**src/rtl/ddr_crg_pkg.sv**
```systemverilog
// rtl/ddr_crg_pkg.sv - shared types and default constants for the DDR CRG reset sequencer
// Purpose: sequencer state encoding and default timing constants.
// Ports: none (package).
package ddr_crg_pkg;

  typedef enum logic [1:0] {
    IDLE     = 2'd0,
    WAIT_ACK = 2'd1,
    HOLD     = 2'd2,
    WAIT_REL = 2'd3
  } rst_seq_state_e;

  localparam int DDR_RST_HOLD_CYC    = 16;
  localparam int DDR_RST_TIMEOUT_CYC = 1024;

endpackage

```
**src/rtl/ddr_rst_seq_if.sv**
```systemverilog
// rtl/ddr_rst_seq_if.sv - request/status handshake between a soft-reset requester and the sequencer
// Purpose: groups the soft reset request and the sequencer status flags.
// Signals: soft_rst_req (requester->seq), rst_busy, rst_done, rst_timeout (seq->requester).
interface ddr_rst_seq_if;
  logic soft_rst_req;
  logic rst_busy;
  logic rst_done;
  logic rst_timeout;

  modport master (
    output soft_rst_req,
    input  rst_busy,
    input  rst_done,
    input  rst_timeout
  );

  modport slave (
    input  soft_rst_req,
    output rst_busy,
    output rst_done,
    output rst_timeout
  );
endinterface

```
**src/rtl/ddr_bit_sync.sv**
```systemverilog
// rtl/ddr_bit_sync.sv - multi-flop single-bit synchronizer with configurable reset value
// Purpose: brings an asynchronous level into the clk domain.
// Ports: clk, rst_n (async active-low), d (async input), q (synchronized output).
module ddr_bit_sync #(
  parameter int   STAGES  = 2,
  parameter logic RST_VAL = 1'b1
) (
  input  logic clk,
  input  logic rst_n,
  input  logic d,
  output logic q
);

  logic [STAGES-1:0] sync_q;
  logic [STAGES-1:0] sync_d;

  always_comb begin
    sync_d = {sync_q[STAGES-2:0], d};
  end

  always_ff @(posedge clk or negedge rst_n) begin
    if (!rst_n) begin
      sync_q <= {STAGES{RST_VAL}};
    end else begin
      sync_q <= sync_d;
    end
  end

  assign q = sync_q[STAGES-1];

endmodule

```
**src/rtl/ddr_rst_seq.sv**
```systemverilog
// rtl/ddr_rst_seq.sv - DDR memory-controller soft-reset sequencer
// Purpose: on a soft reset request drives init_rstn_mc low, waits for the CRG
//   core/AXI reset feedback to assert, holds for HOLD_CYC, releases, waits for
//   the feedback to deassert, then reports done (or timeout).
// Ports: pclk, presetn (async active-low), scan_mode (forces init_rstn_mc high),
//   core_rstn_fb / axi_rstn_fb (async feedback), init_rstn_mc (registered request),
//   bus (slave: soft_rst_req in; rst_busy, rst_done, rst_timeout out).
module ddr_rst_seq
  import ddr_crg_pkg::*;
#(
  parameter int HOLD_CYC    = DDR_RST_HOLD_CYC,
  parameter int TIMEOUT_CYC = DDR_RST_TIMEOUT_CYC,
  parameter int SYNC_STAGES = 2
) (
  input  logic pclk,
  input  logic presetn,
  input  logic scan_mode,
  input  logic core_rstn_fb,
  input  logic axi_rstn_fb,
  output logic init_rstn_mc,
  ddr_rst_seq_if.slave bus
);

  localparam int CNT_W = $clog2(TIMEOUT_CYC + 1);

  if (HOLD_CYC < 1 || TIMEOUT_CYC <= HOLD_CYC || SYNC_STAGES < 2) begin : g_param_err
    $error("ddr_rst_seq: illegal HOLD_CYC/TIMEOUT_CYC/SYNC_STAGES combination");
  end

  logic fb_core_s;
  logic fb_axi_s;

  // Reset value 1 keeps an ack from being seen before the CRG really asserts.
  ddr_bit_sync #(.STAGES(SYNC_STAGES), .RST_VAL(1'b1)) u_sync_core (
    .clk   (pclk),
    .rst_n (presetn),
    .d     (core_rstn_fb),
    .q     (fb_core_s)
  );

  ddr_bit_sync #(.STAGES(SYNC_STAGES), .RST_VAL(1'b1)) u_sync_axi (
    .clk   (pclk),
    .rst_n (presetn),
    .d     (axi_rstn_fb),
    .q     (fb_axi_s)
  );

  rst_seq_state_e state_q, state_d;
  logic [CNT_W-1:0] cnt_q, cnt_d;
  logic init_q, init_d;
  logic busy_q, busy_d;
  logic done_q, done_d;
  logic tmo_q, tmo_d;

  logic cnt_at_timeout;
  logic cnt_at_hold;

  assign cnt_at_timeout = (cnt_q == CNT_W'(TIMEOUT_CYC - 1));
  assign cnt_at_hold    = (cnt_q == CNT_W'(HOLD_CYC - 1));

  always_comb begin
    state_d = state_q;
    cnt_d   = cnt_q;
    init_d  = init_q;
    done_d  = 1'b0;
    tmo_d   = tmo_q;
    case (state_q)
      IDLE: begin
        if (bus.soft_rst_req) begin
          state_d = WAIT_ACK;
          cnt_d   = '0;
          tmo_d   = 1'b0;
          init_d  = 1'b0;
        end
      end
      WAIT_ACK: begin
        cnt_d = cnt_q + CNT_W'(1);
        if (!fb_core_s && !fb_axi_s) begin
          state_d = HOLD;
          cnt_d   = '0;
        end else if (cnt_at_timeout) begin
          state_d = IDLE;
          cnt_d   = '0;
          tmo_d   = 1'b1;
          init_d  = 1'b1;
          done_d  = 1'b1;
        end
      end
      HOLD: begin
        // Feedback is deliberately not looked at here; a bounce cannot cut the hold short.
        cnt_d = cnt_q + CNT_W'(1);
        if (cnt_at_hold) begin
          state_d = WAIT_REL;
          cnt_d   = '0;
          init_d  = 1'b1;
        end
      end
      WAIT_REL: begin
        cnt_d = cnt_q + CNT_W'(1);
        if (fb_core_s && fb_axi_s) begin
          state_d = IDLE;
          cnt_d   = '0;
          done_d  = 1'b1;
        end else if (cnt_at_timeout) begin
          state_d = IDLE;
          cnt_d   = '0;
          tmo_d   = 1'b1;
          done_d  = 1'b1;
        end
      end
      default: begin
        state_d = IDLE;
        cnt_d   = '0;
        init_d  = 1'b1;
      end
    endcase
    // Busy is registered from the next state so it never glitches on a
    // multi-bit state change.
    busy_d = (state_d != IDLE);
  end

  always_ff @(posedge pclk or negedge presetn) begin
    if (!presetn) begin
      state_q <= IDLE;
      cnt_q   <= '0;
      init_q  <= 1'b1;
      busy_q  <= 1'b0;
      done_q  <= 1'b0;
      tmo_q   <= 1'b0;
    end else begin
      state_q <= state_d;
      cnt_q   <= cnt_d;
      init_q  <= init_d;
      busy_q  <= busy_d;
      done_q  <= done_d;
      tmo_q   <= tmo_d;
    end
  end

  assign init_rstn_mc    = init_q | scan_mode;
  assign bus.rst_busy    = busy_q;
  assign bus.rst_done    = done_q;
  assign bus.rst_timeout = tmo_q;

endmodule
```
**src/flat_wrapper.sv**
```systemverilog
// flat-port wrapper written by rule: the top's interface ports become plain ports
module ddr_rst_seq_flat import ddr_crg_pkg::*;
#(
  parameter int HOLD_CYC    = DDR_RST_HOLD_CYC,
  parameter int TIMEOUT_CYC = DDR_RST_TIMEOUT_CYC,
  parameter int SYNC_STAGES = 2
)
  (pclk, presetn, scan_mode, core_rstn_fb, axi_rstn_fb, init_rstn_mc, bus_soft_rst_req, bus_rst_busy, bus_rst_done, bus_rst_timeout);
  ddr_rst_seq_if bus_i ();
  input  logic pclk;
  input  logic presetn;
  input  logic scan_mode;
  input  logic core_rstn_fb;
  input  logic axi_rstn_fb;
  output logic init_rstn_mc;
  input wire logic [$bits(bus_i.soft_rst_req)-1:0] bus_soft_rst_req;
  output wire logic [$bits(bus_i.rst_busy)-1:0] bus_rst_busy;
  output wire logic [$bits(bus_i.rst_done)-1:0] bus_rst_done;
  output wire logic [$bits(bus_i.rst_timeout)-1:0] bus_rst_timeout;
  assign bus_i.soft_rst_req = bus_soft_rst_req;
  assign bus_rst_busy = bus_i.rst_busy;
  assign bus_rst_done = bus_i.rst_done;
  assign bus_rst_timeout = bus_i.rst_timeout;
  ddr_rst_seq #(.HOLD_CYC(HOLD_CYC), .TIMEOUT_CYC(TIMEOUT_CYC), .SYNC_STAGES(SYNC_STAGES)) u_core (.pclk(pclk), .presetn(presetn), .scan_mode(scan_mode), .core_rstn_fb(core_rstn_fb), .axi_rstn_fb(axi_rstn_fb), .init_rstn_mc(init_rstn_mc), .bus(bus_i));
endmodule
```
**config.mk**
```make
export PLATFORM = sky130hd
export DESIGN_NAME = ddr_rst_seq_flat
export DESIGN_NICKNAME = d
export VERILOG_FILES = /design/src/rtl/ddr_crg_pkg.sv /design/src/rtl/ddr_rst_seq_if.sv /design/src/rtl/ddr_bit_sync.sv /design/src/rtl/ddr_rst_seq.sv /design/src/flat_wrapper.sv
export SDC_FILE = /design/constraint.sdc
export NUM_CORES = 1
export LEC_CHECK = 0
export CORE_ASPECT_RATIO = 0.7
export CORE_MARGIN = 10
export CORE_UTILIZATION = 55
export CTS_CLUSTER_DIAMETER = 150
export CTS_CLUSTER_SIZE = 28
export DETAILED_ROUTE_END_ITERATION = 12
export GPL_TIMING_DRIVEN = 0
export MAX_ROUTING_LAYER = met4
export PLACE_DENSITY = 0.83
export SKIP_LAST_GASP = 1
export SLEW_MARGIN = 20
export SYNTH_ARGS = -nofsm -noshare
export SYNTH_HDL_FRONTEND = slang
export SYNTH_SLANG_ARGS = --single-unit
```
**constraint.sdc**
```tcl
create_clock -name pclk -period 5.6 [get_ports pclk]
set_input_delay 0.56 -clock pclk [delete_from_list [all_inputs] [get_ports pclk]]
set_output_delay 0.56 -clock pclk [all_outputs]
set_load 0.02 [all_outputs]
```
* Yosys cells after proc, flatten, opt, wreduce, memory -nomap -nowiden *
Index checks and enable logic that the tools add are counted.
Widths: inputs -> output; s select.

word-level totals
  bits in registers = 21
  output and inout bits = 4
  input port bits = 6
  word-level logic and storage cells = 55

operators by class
  $add $sub $neg = 1
  bitwise logic cells = 1
  reductions and logical operators = 10
  muxes and demuxes = 25
  eq/ne operators = 10

operators by type and width
  kind                   number
  $mux 11                5
  $pmux 11 s4            1
  $add 11x1->11 const B  1
  $eq 11x10->1 const B   1
  $eq 11x4->1 const B    1
  $mux 1                 10
  $mux 2                 5
  $pmux 2 s4             1
  $ne 2x2->1 const B     3
  $pmux 1 s3             2
  $reduce_bool 3->1      2
  $reduce_and 5->1       1
  $eq 2x2->1 const B     2
  $ne 2x1->1 const B     2
  $reduce_and 4->1       1
  $eq 2x1->1 const B     1
  $logic_and 1x1->1      2
  $logic_not 1->1        2
  $logic_not 2->1        1
  $pmux 1 s2             1
  $reduce_bool 2->1      1
  $or 1x1->1             1

* Depth between registers and ports, before layout *
  depth after elaboration = 5
  depth in mapped cells = 8
  gate-level depth less buffers = 7

* Hierarchy *
Synthesis repeated with hierarchy kept, for this count alone.

unflattened totals
  cells, all modules = 119
  area total of the unflattened synthesis = 1186.1 µm²

modules (own cells, without submodules)
  module        cells each  area an instance (µm²)  seq. area each (µm²)  times used
  ddr_rst_seq   115         1081.0                  426.7                 1
  ddr_bit_sync  2           52.6                    52.6                  2

* Worst setup path before layout *
OpenSTA, ideal clock, no wires.

  path kind = flip-flop to flip-flop
  start = register u_core.cnt_q[5]
  end = register u_core.init_q
  slack = 3384 ps
  setup time = 85 ps
  data arrival time = 2131 ps
  buffers on the path = 0
  data required time = 5515 ps
  cell stages (with the launch flop) = 6
  period minus slack after synthesis = 2216 ps
  path through = dfrtp_1 -> or4_4 -> or4_4 -> a211o_1 -> a21oi_2 -> mux2_1

between the ends
  cells in the longest elaborated chain, start to end = 3
  elaborated cells between the ends (all ways) = 5
  classes of those cells = 4 x eq/ne; 1 x reduce/logical

ends and longest elaborated chain
  what                                         RTL line                              source
  from (decl)                                  ddr_rst_seq.sv:49                     logic [CNT_W-1:0] cnt_q, cnt_d;
  from (signal assigned)                       ddr_rst_seq.sv:132                    cnt_q <= cnt_d;
  $eq 11x4->1 or $eq 11x10->1 (tied branches)  ddr_rst_seq.sv:59, ddr_rst_seq.sv:58
  $ne 2x1->1 (no source line)                  n/a
  $reduce_and 5->1 (no source line) (*)        n/a
  to (signal assigned)                         ddr_rst_seq.sv:133                    init_q <= init_d;
  to (decl)                                    ddr_rst_seq.sv:50                     logic init_q, init_d;

Mark *: on every way between the ends. The rest lies on a longest branch, timed or not.
A chain may end at the register's enable or synchronous reset.

* Final worst setup path *
  start = register u_core.cnt_q[0]
  end = register u_core.cnt_q[6]

between the ends
  cells in the longest elaborated chain, start to end = 4
  elaborated cells between the ends (all ways) = 8
  classes of those cells = 1 x add/sub; 2 x eq/ne; 5 x mux

ends and longest elaborated chain
  what                                           RTL line                               source
  $add 11x1->11 or $eq 11x10->1 (tied branches)  n/a
  $mux 11                                        ddr_rst_seq.sv:81, ddr_rst_seq.sv:104
  $mux 11, on equally long branches              ddr_rst_seq.sv:100, ddr_rst_seq.sv:78
  $pmux 11 s4 (*)                                ddr_rst_seq.sv:67                      case (state_q)

Marked as above.

==> impl_metrics.json <==
{
  "synthArstFlopShare_pct": 100,
  "cts-resized-gates": 0,
  "drtIter0Drc": 105,
  "number_of_setup_violations_in_the_final_report": 0,
  "ctsRootBufferMaster": "sky130_fd_sc_hd__clkbuf_4",
  "grt_pass1_wl_mm": 4.35,
  "hold-path-cell-count": 0,
  "area.growth.synth_to_final_pct": 13.3,
  "setup.worst_path.class": "register to register",
  "cts.sinks": 21,
  "maxCapViolCount": 0,
  "finalClockSkew_ns": 0.00118,
  "dieHeight_microns": 58.3,
  "routabilityCongestion": 0.875,
  "final_period_minus_worst_setup_slack_ns": 2.51,
  "tritoncts.num_buffers": 3,
  "synth_top_area_cell": "sky130_fd_sc_hd__dfrtp_1",
  "grt_setup_unrepaired": "no",
  "initial_utilization_pct": 60.2,
  "static-leakage-power_uw": 0.000524,
  "groute.layer.met2.usage_pct": 18.1,
  "holdCritPathClass": "register to register",
  "path_depth_of_the_worst_reg2reg_path": 6,
  "floorplan.io_pins": 10,
  "worst_r2r_endpoint": "u_core.cnt_q[6]",
  "grt-ovfl-total": 0,
  "tritoncts_clock_tree": "built",
  "postPlaceCellArea_sq_um": 1270,
  "outcome": "finished clean",
  "power-per-cell-area_nw_per_um2": 184,
  "clock_tree.buffer_depth": 2,
  "final_critical_path_setup_slack_ns": 3.09,
  "maxClockFrequency_mhz": 398,
  "cts.hold.buffers_added": 0,
  "worst_ir_drop_vdd_uv": 171,
  "synth.cell_area_sq_um": 1150,
  "finish.instance_area_sq_um": 1310,
  "final-hold-violation-count": 0,
  "dieArea_sq_um": 4360,
  "worst_setup_hold_path_clk_slew_ns": 0.12,
  "worstPathArrival_ns": 2.71,
  "num_rows": 13,
  "grt_max_degree": 22,
  "setup.worst_path.end_class": "register",
  "rr_startpoint": "u_core.cnt_q[0]",
  "report.final.slew_viol_count": 0,
  "final_min_period_over_clock_period_pct": 44.8,
  "dr.pass1.iters": 4,
  "chipWidth_microns": 74.8,
  "fin_setup_tns_ns": 0,
  "wire_per_inst_microns": 16.0,
  "antenna-diode-count": 0,
  "worstSetupStartpointType": "register",
  "post_synth.cell_area_avg_sq_um": 9.70,
  "area_fraction_of_the_dominant_cell_type_after_synthesis_pct": 34.7,
  "synth.cells.most_frequent": "16 x sky130_fd_sc_hd__dfrtp_1, 13 x sky130_fd_sc_hd__nand2_1, 9 x sky130_fd_sc_hd__nor2_1",
  "grt_pass1_vias": 893,
  "flip_flop_and_latch_count_after_synthesis": 21,
  "regToRegSetupSlack_ns": 3.09,
  "total_power_uw": 241,
  "yosys.cell_types.count": 37,
  "via_total_after_detailed_routing": 991,
  "grt_antenna_before_repair": 0,
  "hold_path_end": "u_core.u_sync_axi.sync_q[1]",
  "cp.required_ns": 5.80,
  "finish.net_count": 145,
  "layout.core_utilization_pct": 68.2,
  "netlist_instances": 119,
  "quantity_of_i_o_buffers_inserted_on_ports": 9,
  "post-synth-top-count-cell": "sky130_fd_sc_hd__dfrtp_1",
  "post_synth_edffs": 0,
  "drcViolationCount": 0,
  "cts_setup_buffers": 0,
  "critical_path.max_fanout": 7,
  "post_synth_main_area_contributors": "sky130_fd_sc_hd__dfrtp_1 35%, sky130_fd_sc_hd__dfstp_2 11%, sky130_fd_sc_hd__ha_1 6.5%",
  "pre_cts_worst_setup_slack_ns": 3.01,
  "dp_hpwl_mm": 1.82,
  "clock_insertion_delay_worst_skew_ns": 0.31,
  "globalRoute.busiestLayer": "met2",
  "max_slew.worst_pin.slew_ns": 0.911,
  "hold_path.startpoint": "u_core.u_sync_axi.sync_q[0]",
  "synth_flop_cell": "sky130_fd_sc_hd__dfrtp_1",
  "grt_use_met3_pct": 4.52,
  "post_route_cells_drive_above_1_share_pct": 13.6,
  "groute.layer.met1.usage_pct": 16.7,
  "routed_via_density": 6.44,
  "synth_warnings": 0,
  "coreArea_sq_um": 1920,
  "gr-usage-all-layers_pct": 12.9,
  "syn_nets": 131,
  "number_of_routed_nets_with_antenna_violations": 0,
  "timing.slew.headroom_pct": 39.1,
  "drt-total-wl_mm": 2.46,
  "synth_sequential_area_ratio_pct": 46.0,
  "htreeDepth": 1
}
-- metal layers --
| metal | vias up | routed length [microns] | part of all wire (%) |
|---|---|---|---|
| met1 | 483 | 1160 | 47 |
| met3 | 4 | 185 | 7.5 |
| met4 | 0 | 27 | 1.1 |
| met5 | - | 0 | 0 |
| li1 | 464 | - | - |
| met2 | 40 | 1080 | 44 |
-- cells by family after synthesis --
family	Yosys count	share of synthesized area [%]
flops	21	46.0
xor+xnor	4	3.03
fa+ha+maj	6	6.50
mux	1	0.975
simple gates	54	24.4
compound gates	28	17.4
buf+inv	5	1.63
-- registers in the layout (all words and copies together) (netlist names) --
signal / cells
u_core.cnt_q: 11
u_core.state_q: 2
u_core.u_sync_axi.sync_q: 2
u_core.u_sync_core.sync_q: 2
u_core.bus.rst_busy: 1
u_core.bus.rst_done: 1
u_core.bus.rst_timeout: 1
u_core.init_q: 1
-- through the flow --
stage	hold slack, ns	cells
finish	0.366	154
global route	0.370	154
CTS	0.368	154
detailed placement	0.350	150
global placement	0.347	150
floorplan	0.264	119
-- how the worst max path moves through the flow --
stage	startpoint	endpoint	slack, ns	depth (start not counted)
6_report	u_core.cnt_q[0]	u_core.cnt_q[6]	3.09	6
3_3_place_gp	u_core.cnt_q[0]	u_core.init_q	3.22	6
5_1_grt	u_core.state_q[1]	u_core.cnt_q[6]	2.94	6
2_1_floorplan	u_core.cnt_q[5]	u_core.init_q	3.38	5
4_1_cts	u_core.cnt_q[0]	u_core.init_q	3.00	6
3_5_place_dp	u_core.cnt_q[0]	u_core.init_q	3.01	6
-- power by group --
group	internal [uW]	leakage (uW)	switching (uW)
clock	27.2	0.0000139	48.1
sequential	154	0.000241	1.44
combinational	4.31	0.000269	5.04
total	186	0.000524	54.6
-- cells in the final DEF, fill, tap and decap left out, drive strengths merged, types with 2 or more instances in the layout --
cell type      instances
a21o                   2
a21oi                  6
a22o                   3
and3                   2
clkbuf                 5
clkdlybuf4s50          9
dfrtp                 16
dfstp                  5
ha                     6
inv                    3
nand2                 13
nand2b                 3
nand3                  6
nand4                  2
nor2                  10
nor2b                  2
nor3                   7
nor4                   3
o21ai                  7
o31a                   2
o41ai                  2
or2                    2
or4                    2
xnor2                  3
-- cell type report --
class	count	area, sq um
Multi-Input combinational cell	93	611
Tap cell	22	27.5
Timing Repair Buffer	9	90.1
Buffer	2	7.51
Sequential cell	21	532
Fill cell	156	611
Clock inverter	1	7.51
Clock buffer	3	22.5
Inverter	3	11.3
-- critical path, cell delays in order (launching register included) --
cell and delay, ns:
sky130_fd_sc_hd__dfrtp_1 0.43, sky130_fd_sc_hd__ha_1 0.29, sky130_fd_sc_hd__nand3_1 0.21, sky130_fd_sc_hd__nor4_2 0.13, sky130_fd_sc_hd__o41ai_2 0.75, sky130_fd_sc_hd__nand2_1 0.24
sky130_fd_sc_hd__o311ai_0 0.36
Note: power is estimated with default switching activity, not from simulation.
